File: config.mk
export PLATFORM = sky130hd
export DESIGN_NAME = reg_file_param
export DESIGN_NICKNAME = d
export VERILOG_FILES = /design/src/rtl/reg_file_pkg.sv /design/src/rtl/term_out_buf.sv /design/src/rtl/reg_file_param.sv
export SDC_FILE = /design/constraint.sdc
export NUM_CORES = 1
export LEC_CHECK = 0
export CAP_MARGIN = 20
export CORE_ASPECT_RATIO = 1.75
export CORE_MARGIN = 4
export CORE_UTILIZATION = 42
export CTS_CLUSTER_SIZE = 28
export DETAILED_ROUTE_END_ITERATION = 6
export PLACE_DENSITY = 0.86
export SYNTH_ARGS = -nofsm -noshare
export SYNTH_HDL_FRONTEND = slang
export SYNTH_SLANG_ARGS = --single-unit
File: constraint.sdc
create_clock -name clk -period 1.55 [get_ports clk]
set_input_delay 0.155 -clock clk [delete_from_list [all_inputs] [get_ports clk]]
set_output_delay 0.155 -clock clk [all_outputs]
set_load 0.005 [all_outputs]
File: src/rtl/reg_file_pkg.sv
// Shared definitions for the parameterised register file: operation encodings.
package reg_file_pkg;

   typedef enum logic [2:0] {
      OP_NOP   = 3'd0,
      OP_ALU   = 3'd1,
      OP_IMM   = 3'd2,
      OP_MOV   = 3'd3,
      OP_OUT   = 3'd4,
      OP_IN    = 3'd5,
      OP_LDRAM = 3'd6
   } op_e;

endpackage

File: src/rtl/term_out_buf.sv
// Output-terminal holding register: one data word with a valid/ready handshake.
module term_out_buf #(
   parameter int DATA_W = 8
) (
   input  logic              clk,
   input  logic              rst,
   input  logic              load_i,
   input  logic [DATA_W-1:0] data_i,
   input  logic              ready_i,
   output logic [DATA_W-1:0] data_o,
   output logic              valid_o,
   output logic              can_load_o
);

   logic [DATA_W-1:0] data_q, data_d;
   logic              valid_q, valid_d;

   // A new word may enter when the slot is empty or is being drained this cycle.
   assign can_load_o = !valid_q || ready_i;

   always_comb begin
      data_d  = data_q;
      valid_d = valid_q;
      if (load_i) begin
         data_d  = data_i;
         valid_d = 1'b1;
      end else if (ready_i) begin
         valid_d = 1'b0;
      end
   end

   always_ff @(posedge clk) begin
      if (rst) begin
         data_q  <= '0;
         valid_q <= 1'b0;
      end else begin
         data_q  <= data_d;
         valid_q <= valid_d;
      end
   end

   assign data_o  = data_q;
   assign valid_o = valid_q;

endmodule

File: src/rtl/reg_file_param.sv
// Register file with immediate/ALU/move writes, delayed RAM writeback and in/out terminals.
module reg_file_param
   import reg_file_pkg::*;
#(
   parameter int DATA_W   = 8,
   parameter int ADDR_W   = 2,
   parameter int BYPASS   = 1,
   parameter int NUM_REGS = 2**ADDR_W
) (
   input  logic                         clk,
   input  logic                         rst,
   input  logic [ADDR_W-1:0]            rd_addr1,
   input  logic [ADDR_W-1:0]            rd_addr2,
   output logic [DATA_W-1:0]            rd_data1,
   output logic [DATA_W-1:0]            rd_data2,
   input  logic [ADDR_W-1:0]            wr_addr,
   input  logic [ADDR_W-1:0]            src_addr,
   input  logic [2:0]                   op,
   input  logic [DATA_W-1:0]            imm_data,
   input  logic [DATA_W-1:0]            alu_data,
   input  logic [DATA_W-1:0]            ram_data,
   input  logic [DATA_W-1:0]            in_data,
   input  logic                         in_valid,
   output logic                         in_ready,
   output logic [DATA_W-1:0]            out_data,
   output logic                         out_valid,
   input  logic                         out_ready,
   output logic                         stall,
   output logic [NUM_REGS*DATA_W-1:0]   dbg_regs
);

   logic [DATA_W-1:0] regs_q [NUM_REGS];
   logic [DATA_W-1:0] regs_d [NUM_REGS];
   logic              pend_valid_q, pend_valid_d;
   logic [ADDR_W-1:0] pend_addr_q, pend_addr_d;

   logic              wr_en;
   logic [DATA_W-1:0] wr_data;
   logic              out_load;
   logic              out_can_load;

   always_comb begin
      wr_en    = 1'b0;
      wr_data  = '0;
      out_load = 1'b0;
      in_ready = 1'b0;
      stall    = 1'b0;
      case (op)
         OP_ALU: begin
            wr_en   = 1'b1;
            wr_data = alu_data;
         end
         OP_IMM: begin
            wr_en   = 1'b1;
            wr_data = imm_data;
         end
         OP_MOV: begin
            wr_en   = 1'b1;
            wr_data = regs_q[src_addr];
         end
         OP_OUT: begin
            out_load = out_can_load;
            stall    = !out_can_load;
         end
         OP_IN: begin
            in_ready = 1'b1;
            wr_en    = in_valid;
            wr_data  = in_data;
            stall    = !in_valid;
         end
         default: ;
      endcase
   end

   // The RAM writeback lands first so a same-cycle register write overrides it.
   always_comb begin
      regs_d = regs_q;
      if (pend_valid_q) regs_d[pend_addr_q] = ram_data;
      if (wr_en) regs_d[wr_addr] = wr_data;
      pend_valid_d = (op == OP_LDRAM);
      pend_addr_d  = wr_addr;
   end

   always_ff @(posedge clk) begin
      if (rst) begin
         for (int i = 0; i < NUM_REGS; i++) regs_q[i] <= '0;
         pend_valid_q <= 1'b0;
         pend_addr_q  <= '0;
      end else begin
         regs_q       <= regs_d;
         pend_valid_q <= pend_valid_d;
         pend_addr_q  <= pend_addr_d;
      end
   end

   assign rd_data1 = (BYPASS != 0 && pend_valid_q && rd_addr1 == pend_addr_q) ? ram_data : regs_q[rd_addr1];
   assign rd_data2 = (BYPASS != 0 && pend_valid_q && rd_addr2 == pend_addr_q) ? ram_data : regs_q[rd_addr2];

   for (genvar g = 0; g < NUM_REGS; g++) begin : g_dbg
      assign dbg_regs[g*DATA_W +: DATA_W] = regs_q[g];
   end

   term_out_buf #(
      .DATA_W (DATA_W)
   ) u_out_buf (
      .clk        (clk),
      .rst        (rst),
      .load_i     (out_load),
      .data_i     (regs_q[wr_addr]),
      .ready_i    (out_ready),
      .data_o     (out_data),
      .valid_o    (out_valid),
      .can_load_o (out_can_load)
   );

endmodule
# Yosys cells after proc, flatten, opt, wreduce, memory -nomap -nowiden
# Index checks and enable logic that the tools add are counted.
# totals
input_bits	47
wordCells	67
reg_bits	44
# op_classes
reduce_logical	10
eq_ne	8
n_lt_le_gt_ge	7
n_mux	29
bitwise_logic	5
# op_table
cell	count
2-to-1 mux 8 bit	12
binary-select mux 8 bit (select 2 bit)	4
bitwise mux 32 bit	2
2-to-1 mux 32 bit	2
demux 8 bit (select 2 bit)	2
case mux 8 bit (4 select lines)	1
>= comparator 3 bit, second input constant	5
NOT 2 -> 3 bit	5
== test 3 bit, second input constant	3
== test 3 x 2 -> 1 bit, second input constant	2
less-than comparator 3 x 1 -> 1 bit, second input constant	2
== test 2 bit	2
logical AND 1 bit	4
2-to-1 mux 1 bit	4
case mux 1 bit (2 select lines)	2
== test 3 x 1 -> 1 bit, second input constant	1
logical NOT 1 bit	3
OR reduction 3 bit	1
nonzero test 2 bit	1
logical OR 1 bit	1

# Logic depth before layout (Yosys ltp)
# depth
depth_word	9
ltp_mapped	6
mapped_depth_nobuf	4

# Hierarchy
# A second synthesis with hierarchy kept.
# unflattened
hier_cells	312
area_unflattened_um2	3234.4
# modules_own_cells
mod	area_each_um2	seq_area_each_um2	instances	cells_each
reg_file_param	2912.8	700.7	1	282
term_out_buf	321.6	180.2	1	30

# Worst setup path before layout
# OpenSTA, ideal clock, no wires.
# synth_path
kind	reg2reg
start	register pend_valid_q
end	register regs_q (netlist bit dbg_regs[1])
n_path_buf	2
stages_incl_launch_ff	6
slack_ns	0.034
arrival_ns	1.421
synth_period_minus_slack_ns	1.516
cell_sequence	dfxtp_1 clkbuf_1 nor3b_2 clkbuf_1 a21oi_1 a221oi_1
# synth_between
elab_chain_cells	3
# synth_lines
element	line	text
from (decl)	reg_file_param.sv:34	logic pend_valid_q, pend_valid_d;
from (signal assigned)	reg_file_param.sv:91	pend_valid_q <= pend_valid_d;
2-to-1 mux 32 bit (*)	reg_file_param.sv:78	if (pend_valid_q) regs_d[pend_addr_q] = ram_data;
bitwise mux 32 bit	reg_file_param.sv:79	if (wr_en) regs_d[wr_addr] = wr_data;
2-to-1 mux 32 bit (*)	reg_file_param.sv:79	
to (signal assigned)	reg_file_param.sv:90	regs_q <= regs_d;
to (decl)	reg_file_param.sv:32	logic [DATA_W-1:0] regs_q [NUM_REGS];
# Every way passes the cells marked *; elsewhere a longest branch is shown, timed or not.
# A chain may end at the register's enable or synchronous reset.

# Worst setup path in the final report
# layout_path
start	register pend_addr_q[1]
end	output rd_data2[3]
# layout_between
elab_chain_cells	3
# layout_lines
element	line	text
from (decl)	reg_file_param.sv:35	logic [ADDR_W-1:0] pend_addr_q, pend_addr_d;
from (signal assigned)	reg_file_param.sv:92	pend_addr_q <= pend_addr_d;
== test 2 bit	reg_file_param.sv:97	assign rd_data2 = (BYPASS != 0 && pend_valid_q && rd_addr2 == pend_addr_q) ? ram_data : regs_q[rd_addr2];
logical AND 1 bit	reg_file_param.sv:97	
2-to-1 mux 8 bit	reg_file_param.sv:97	
to (decl)	reg_file_param.sv:15	output logic [DATA_W-1:0] rd_data2,
# Every way passes these cells.

==> flow_results.xml <==
<?xml version="1.0" encoding="UTF-8"?>
<metrics>
  <group name="sta">
    <metric name="final-max-slew-violation-count" unit="">0</metric>
    <metric name="slew_at_the_pin_closest_to_its_max_slew_limit" unit="ns">0.513</metric>
    <metric name="final.setup_skew" unit="ns">0.0179</metric>
    <metric name="grt_setup_unrepaired" unit="">true</metric>
    <metric name="hold-worst-slack" unit="ns">0.299</metric>
    <metric name="relSlewSlack" unit="%">65.7</metric>
    <metric name="final_min_period_over_clock_period" unit="%">121</metric>
    <metric name="final_critical_path_setup_slack" unit="ns">-0.318</metric>
    <metric name="time_the_worst_path_needs_with_i_o_delays_and_setup" unit="ns">1.87</metric>
    <metric name="report.final.setup_viol" unit="">29</metric>
    <metric name="hold_viol" unit="">0</metric>
    <metric name="fmax" unit="MHz">535</metric>
  </group>
  <group name="worst_hold_path">
    <metric name="hold_path_end" unit="">pend_valid_q</metric>
    <metric name="min-delay-path-class" unit="">in2reg</metric>
    <metric name="worst_hold_path.num_cells" unit="">3</metric>
    <metric name="min_from" unit="">op[0]</metric>
  </group>
  <group name="placement">
    <metric name="dp.final_hpwl" unit="mm">9.90</metric>
    <metric name="buffer_ports.inserted" unit="">105</metric>
    <metric name="final_replace_weighted_congestion" unit="">0.942</metric>
    <metric name="place_ws" unit="ns">-0.671</metric>
  </group>
  <group name="logic_synthesis">
    <metric name="xor_xnor_share_of_the_synthesized_area" unit="%">1.08</metric>
    <metric name="synthAdderAreaFrac" unit="%">0</metric>
    <metric name="synth_top_area_cell" unit="">dfxtp_1</metric>
    <metric name="syn-instance-count" unit="">311</metric>
    <metric name="ys_dominant_reg_cell" unit="">dfxtp_1</metric>
    <metric name="synth.ff_latch_count" unit="">44</metric>
    <metric name="synth.most_common_cell" unit="">dfxtp_1</metric>
    <metric name="yosysWarningCount" unit="">0</metric>
    <metric name="synth_nets" unit="">358</metric>
    <metric name="synth_top_cells_by_area" unit="">dfxtp_1 27%, mux4_2 17%, mux2i_1 9.9%, a221oi_1 6.5%, mux2_2 5.9%</metric>
    <metric name="mux_share_of_post_synthesis_cell_area" unit="%">32.4</metric>
    <metric name="simple_gate_portion_of_the_synthesized_area" unit="%">11.6</metric>
    <metric name="synth.top_cell.area_share" unit="%">27.1</metric>
    <metric name="synth.top_cells.by_count" unit="">44 x dfxtp_1, 32 x mux2i_1, 29 x a21oi_1, 24 x a221oi_1, 24 x mux4_2</metric>
    <metric name="postSynth.asyncResetShare" unit="%">0</metric>
    <metric name="synth-edff-count" unit="">0</metric>
    <metric name="synth.avg_cell_area" unit="um2">10.5</metric>
    <metric name="synth_area" unit="mm2">0.00325</metric>
    <metric name="ys_types" unit="">33</metric>
    <metric name="sequential_element_share_of_the_synthesized_area" unit="%">27.1</metric>
    <metric name="synth_top_family_by_area" unit="">multiplexers</metric>
    <metric name="synth_compound_area_share" unit="%">22.3</metric>
  </group>
  <group name="setup_path">
    <metric name="cp_top_family" unit="">buffers and inverters</metric>
    <metric name="critical_path.cell_chain" unit="">xnor2_4 &gt; nand3_4 &gt; buf_6 &gt; buf_6 &gt; mux2_2 &gt; buf_2</metric>
    <metric name="critical_path.endpoint_type" unit="">output pin</metric>
    <metric name="critical_path_data_arrival_time" unit="ns">1.71</metric>
    <metric name="worst_r2r_endpoint" unit="">dbg_regs[9]</metric>
    <metric name="worst-r2r-cell-count" unit="">6</metric>
    <metric name="critPathKind" unit="">reg2out</metric>
    <metric name="crit_buf_inv" unit="">3</metric>
    <metric name="critical-path-top-cell-by-count" unit="">buf_6</metric>
    <metric name="startpoint_type" unit="">flip-flop</metric>
    <metric name="regToRegSetupSlack" unit="ns">-0.15</metric>
    <metric name="worst_path_slowest_cell" unit="">dfxtp_4</metric>
    <metric name="timing.critical_path.slowest_cell_delay" unit="ns">0.39</metric>
    <metric name="reg2reg_from" unit="">pend_addr_q[0]</metric>
    <metric name="critical_path_required" unit="ns">1.39</metric>
    <metric name="cp_max_fo" unit="">3</metric>
  </group>
  <group name="power_and_ir_drop">
    <metric name="leakage" unit="nW">2.30</metric>
    <metric name="worst_ir_drop_vdd" unit="mV">0.775</metric>
    <metric name="power.density" unit="mW/mm2">669</metric>
    <metric name="post-layout-total-power" unit="mW">3.84</metric>
  </group>
  <group name="cells_and_area">
    <metric name="flow.area_growth_from_synthesis" unit="%">76.5</metric>
    <metric name="n_antenna_cell" unit="">0</metric>
    <metric name="drive_gt1_share" unit="%">48.7</metric>
    <metric name="fillerInstances" unit="">448</metric>
    <metric name="nNetsFinal" unit="">566</metric>
  </group>
  <group name="cts">
    <metric name="ctsRootBufferMaster" unit="">clkbuf_16</metric>
    <metric name="htree_num_levels" unit="">2</metric>
    <metric name="cts-root-to-sink-buffers" unit="">2</metric>
    <metric name="clk_pin_slew_worst_paths" unit="ns">0.08</metric>
    <metric name="clock_sinks" unit="">44</metric>
    <metric name="cts_buffers" unit="">5</metric>
    <metric name="cts_hold_fix_bufs" unit="">0</metric>
    <metric name="cts_tree" unit="">yes</metric>
    <metric name="insertion_delay" unit="ns">0.31</metric>
  </group>
  <group name="floorplan">
    <metric name="core_box_area" unit="mm2">0.00757</metric>
    <metric name="initial_utilization" unit="%">43.0</metric>
    <metric name="die-height" unit="um">124</metric>
    <metric name="die_area" unit="mm2">0.00927</metric>
    <metric name="chipWidth" unit="um">74.5</metric>
    <metric name="i_o_pin_count" unit="">106</metric>
    <metric name="placement_rows" unit="">42</metric>
  </group>
  <group name="detailed_routing">
    <metric name="via_count" unit="">4282</metric>
    <metric name="route.antenna.remaining_nets" unit="">0</metric>
    <metric name="detail_route.wirelength" unit="mm">17.6</metric>
    <metric name="drt_iter0_drc" unit="">631</metric>
    <metric name="post_drt_via_cell_ratio" unit="">7.04</metric>
    <metric name="drt-pass1-iter-count" unit="">6</metric>
    <metric name="drcViolationCount" unit="">0</metric>
    <metric name="detail_route.wl_per_cell" unit="um">28.9</metric>
  </group>
  <group name="flow_run">
    <metric name="drv_cap" unit="">0</metric>
  </group>
  <group name="grt">
    <metric name="antenna_found_initial" unit="">0</metric>
    <metric name="grt_pass1_vias" unit="">4366</metric>
    <metric name="grt_max_degree" unit="">26</metric>
    <metric name="global_route.overflow_total" unit="">0</metric>
    <metric name="grt_pass1_wl" unit="mm">24.1</metric>
    <metric name="grtUsageTotal" unit="%">34.8</metric>
  </group>
  <group name="outcome">
    <metric name="violations" unit="">setup timing</metric>
    <metric name="outcome" unit="">complete, but fails checks</metric>
  </group>
</metrics>
how the worst max path moves through the flow:
stage	slack, ns	cells after the start	start	endpoint
2_1_floorplan	0.03	5	pend_valid_q	dbg_regs[1]
3_3_place_gp	-0.66	5	rd_addr2[0]	rd_data2[6]
3_5_place_dp	-0.67	7	rd_addr2[0]	rd_data2[1]
4_1_cts	-0.25	6	pend_addr_q[1]	rd_data2[1]
5_1_grt	-0.35	6	pend_addr_q[1]	rd_data2[3]
6_report	-0.32	6	pend_addr_q[1]	rd_data2[3]
worst register-to-register path: stages, from the launching register on:
cell and delay (ns):
dfxtp_4 0.42, buf_4 0.20, nand2_1 0.09, nor2_2 0.14, buf_4 0.22, a21oi_1 0.11, a221oi_1 0.40
power by group:
group	total, mW	switching (mW)	leakage (nW)	internal, mW
clock network	1.29	0.521	0.0840	0.768
registers	1.26	0.0684	0.365	1.19
logic	1.29	0.578	1.85	0.716
registers in the layout (all words and copies together), names as in the netlist:
| register | flops |
|---|---|
| u_out_buf.data_o | 8 |
| pend_valid_q | 1 |
| u_out_buf.valid_o | 1 |
| pend_addr_q | 2 |
| dbg_regs | 32 |
timing repair:
item,4_1_cts,5_1_grt
setup buffers,12,2
gates resized for setup,129,37
setup endpoints to repair,58,46
pin swaps,8,11
gates cloned,2,2
per-layer routing:
layer  global-route usage [%]  share of wire [%]  up-vias
li1                         -                  -     1648
met1                     38.3                 31     2023
met2                     53.6                 47      441
met3                     10.7                 12      170
met4                     27.0                 10        0
met5                        0                  0        -
cell usage in the layout, fill, tap and decap left out, types with 6 or more instances in the layout:
cell type / synthesis / final
mux4_2: 24 / 24
clkbuf_16: 0 / 6
buf_6: 6 / 19
nand2_1: 23 / 23
mux2_2: 17 / 10
nor2_1: 21 / 20
dfxtp_1: 44 / 32
dfxtp_2: 0 / 8
nand2b_1: 9 / 8
a211oi_1: 10 / 6
buf_12: 0 / 7
a21oi_1: 29 / 28
clkdlybuf4s50_1: 0 / 77
a221oi_2: 4 / 11
buf_2: 6 / 9
a221oi_1: 24 / 17
a211oi_2: 6 / 10
mux2_4: 0 / 7
buf_4: 2 / 104
mux2i_1: 32 / 31
area by class of cell:
cell class / count / area, um2 / share of cell area (%)
timing repair buffer: 230 / 2140 / 37.3
inverter: 3 / 11.3 / 0.196
clock inverter: 3 / 47.5 / 0.829
tap: 88 / 110 / 1.92
multi-input combinational: 235 / 2400 / 41.8
clock buffer: 5 / 125 / 2.18
sequential: 44 / 906 / 15.8
cells by family (layout without fill, tap and decap cells):
kind of cell	after synthesis	after routing
multiplexers	73	73
XOR/XNOR	4	4
AND/OR/NAND/NOR	73	73
flip-flops	44	44
AO/OA/AOI/OAI	85	85
buffers and inverters	32	241
per-stage QoR:
| stage | utilization (%) | std cells | area (um2) | TNS, ns |
|---|---|---|---|---|
| after floorplan | - | 311 | 3250 | 0 |
| after global placement | 68.1 | 585 | 5160 | -26.16 |
| after detailed placement | 68.1 | 585 | 5160 | -29.10 |
| after CTS | 73.3 | 605 | 5550 | -2.94 |
| after global routing | 75.8 | 608 | 5740 | -5.78 |
| final | 75.8 | 608 | 5740 | -4.72 |
(Power assumes the default switching activity.)
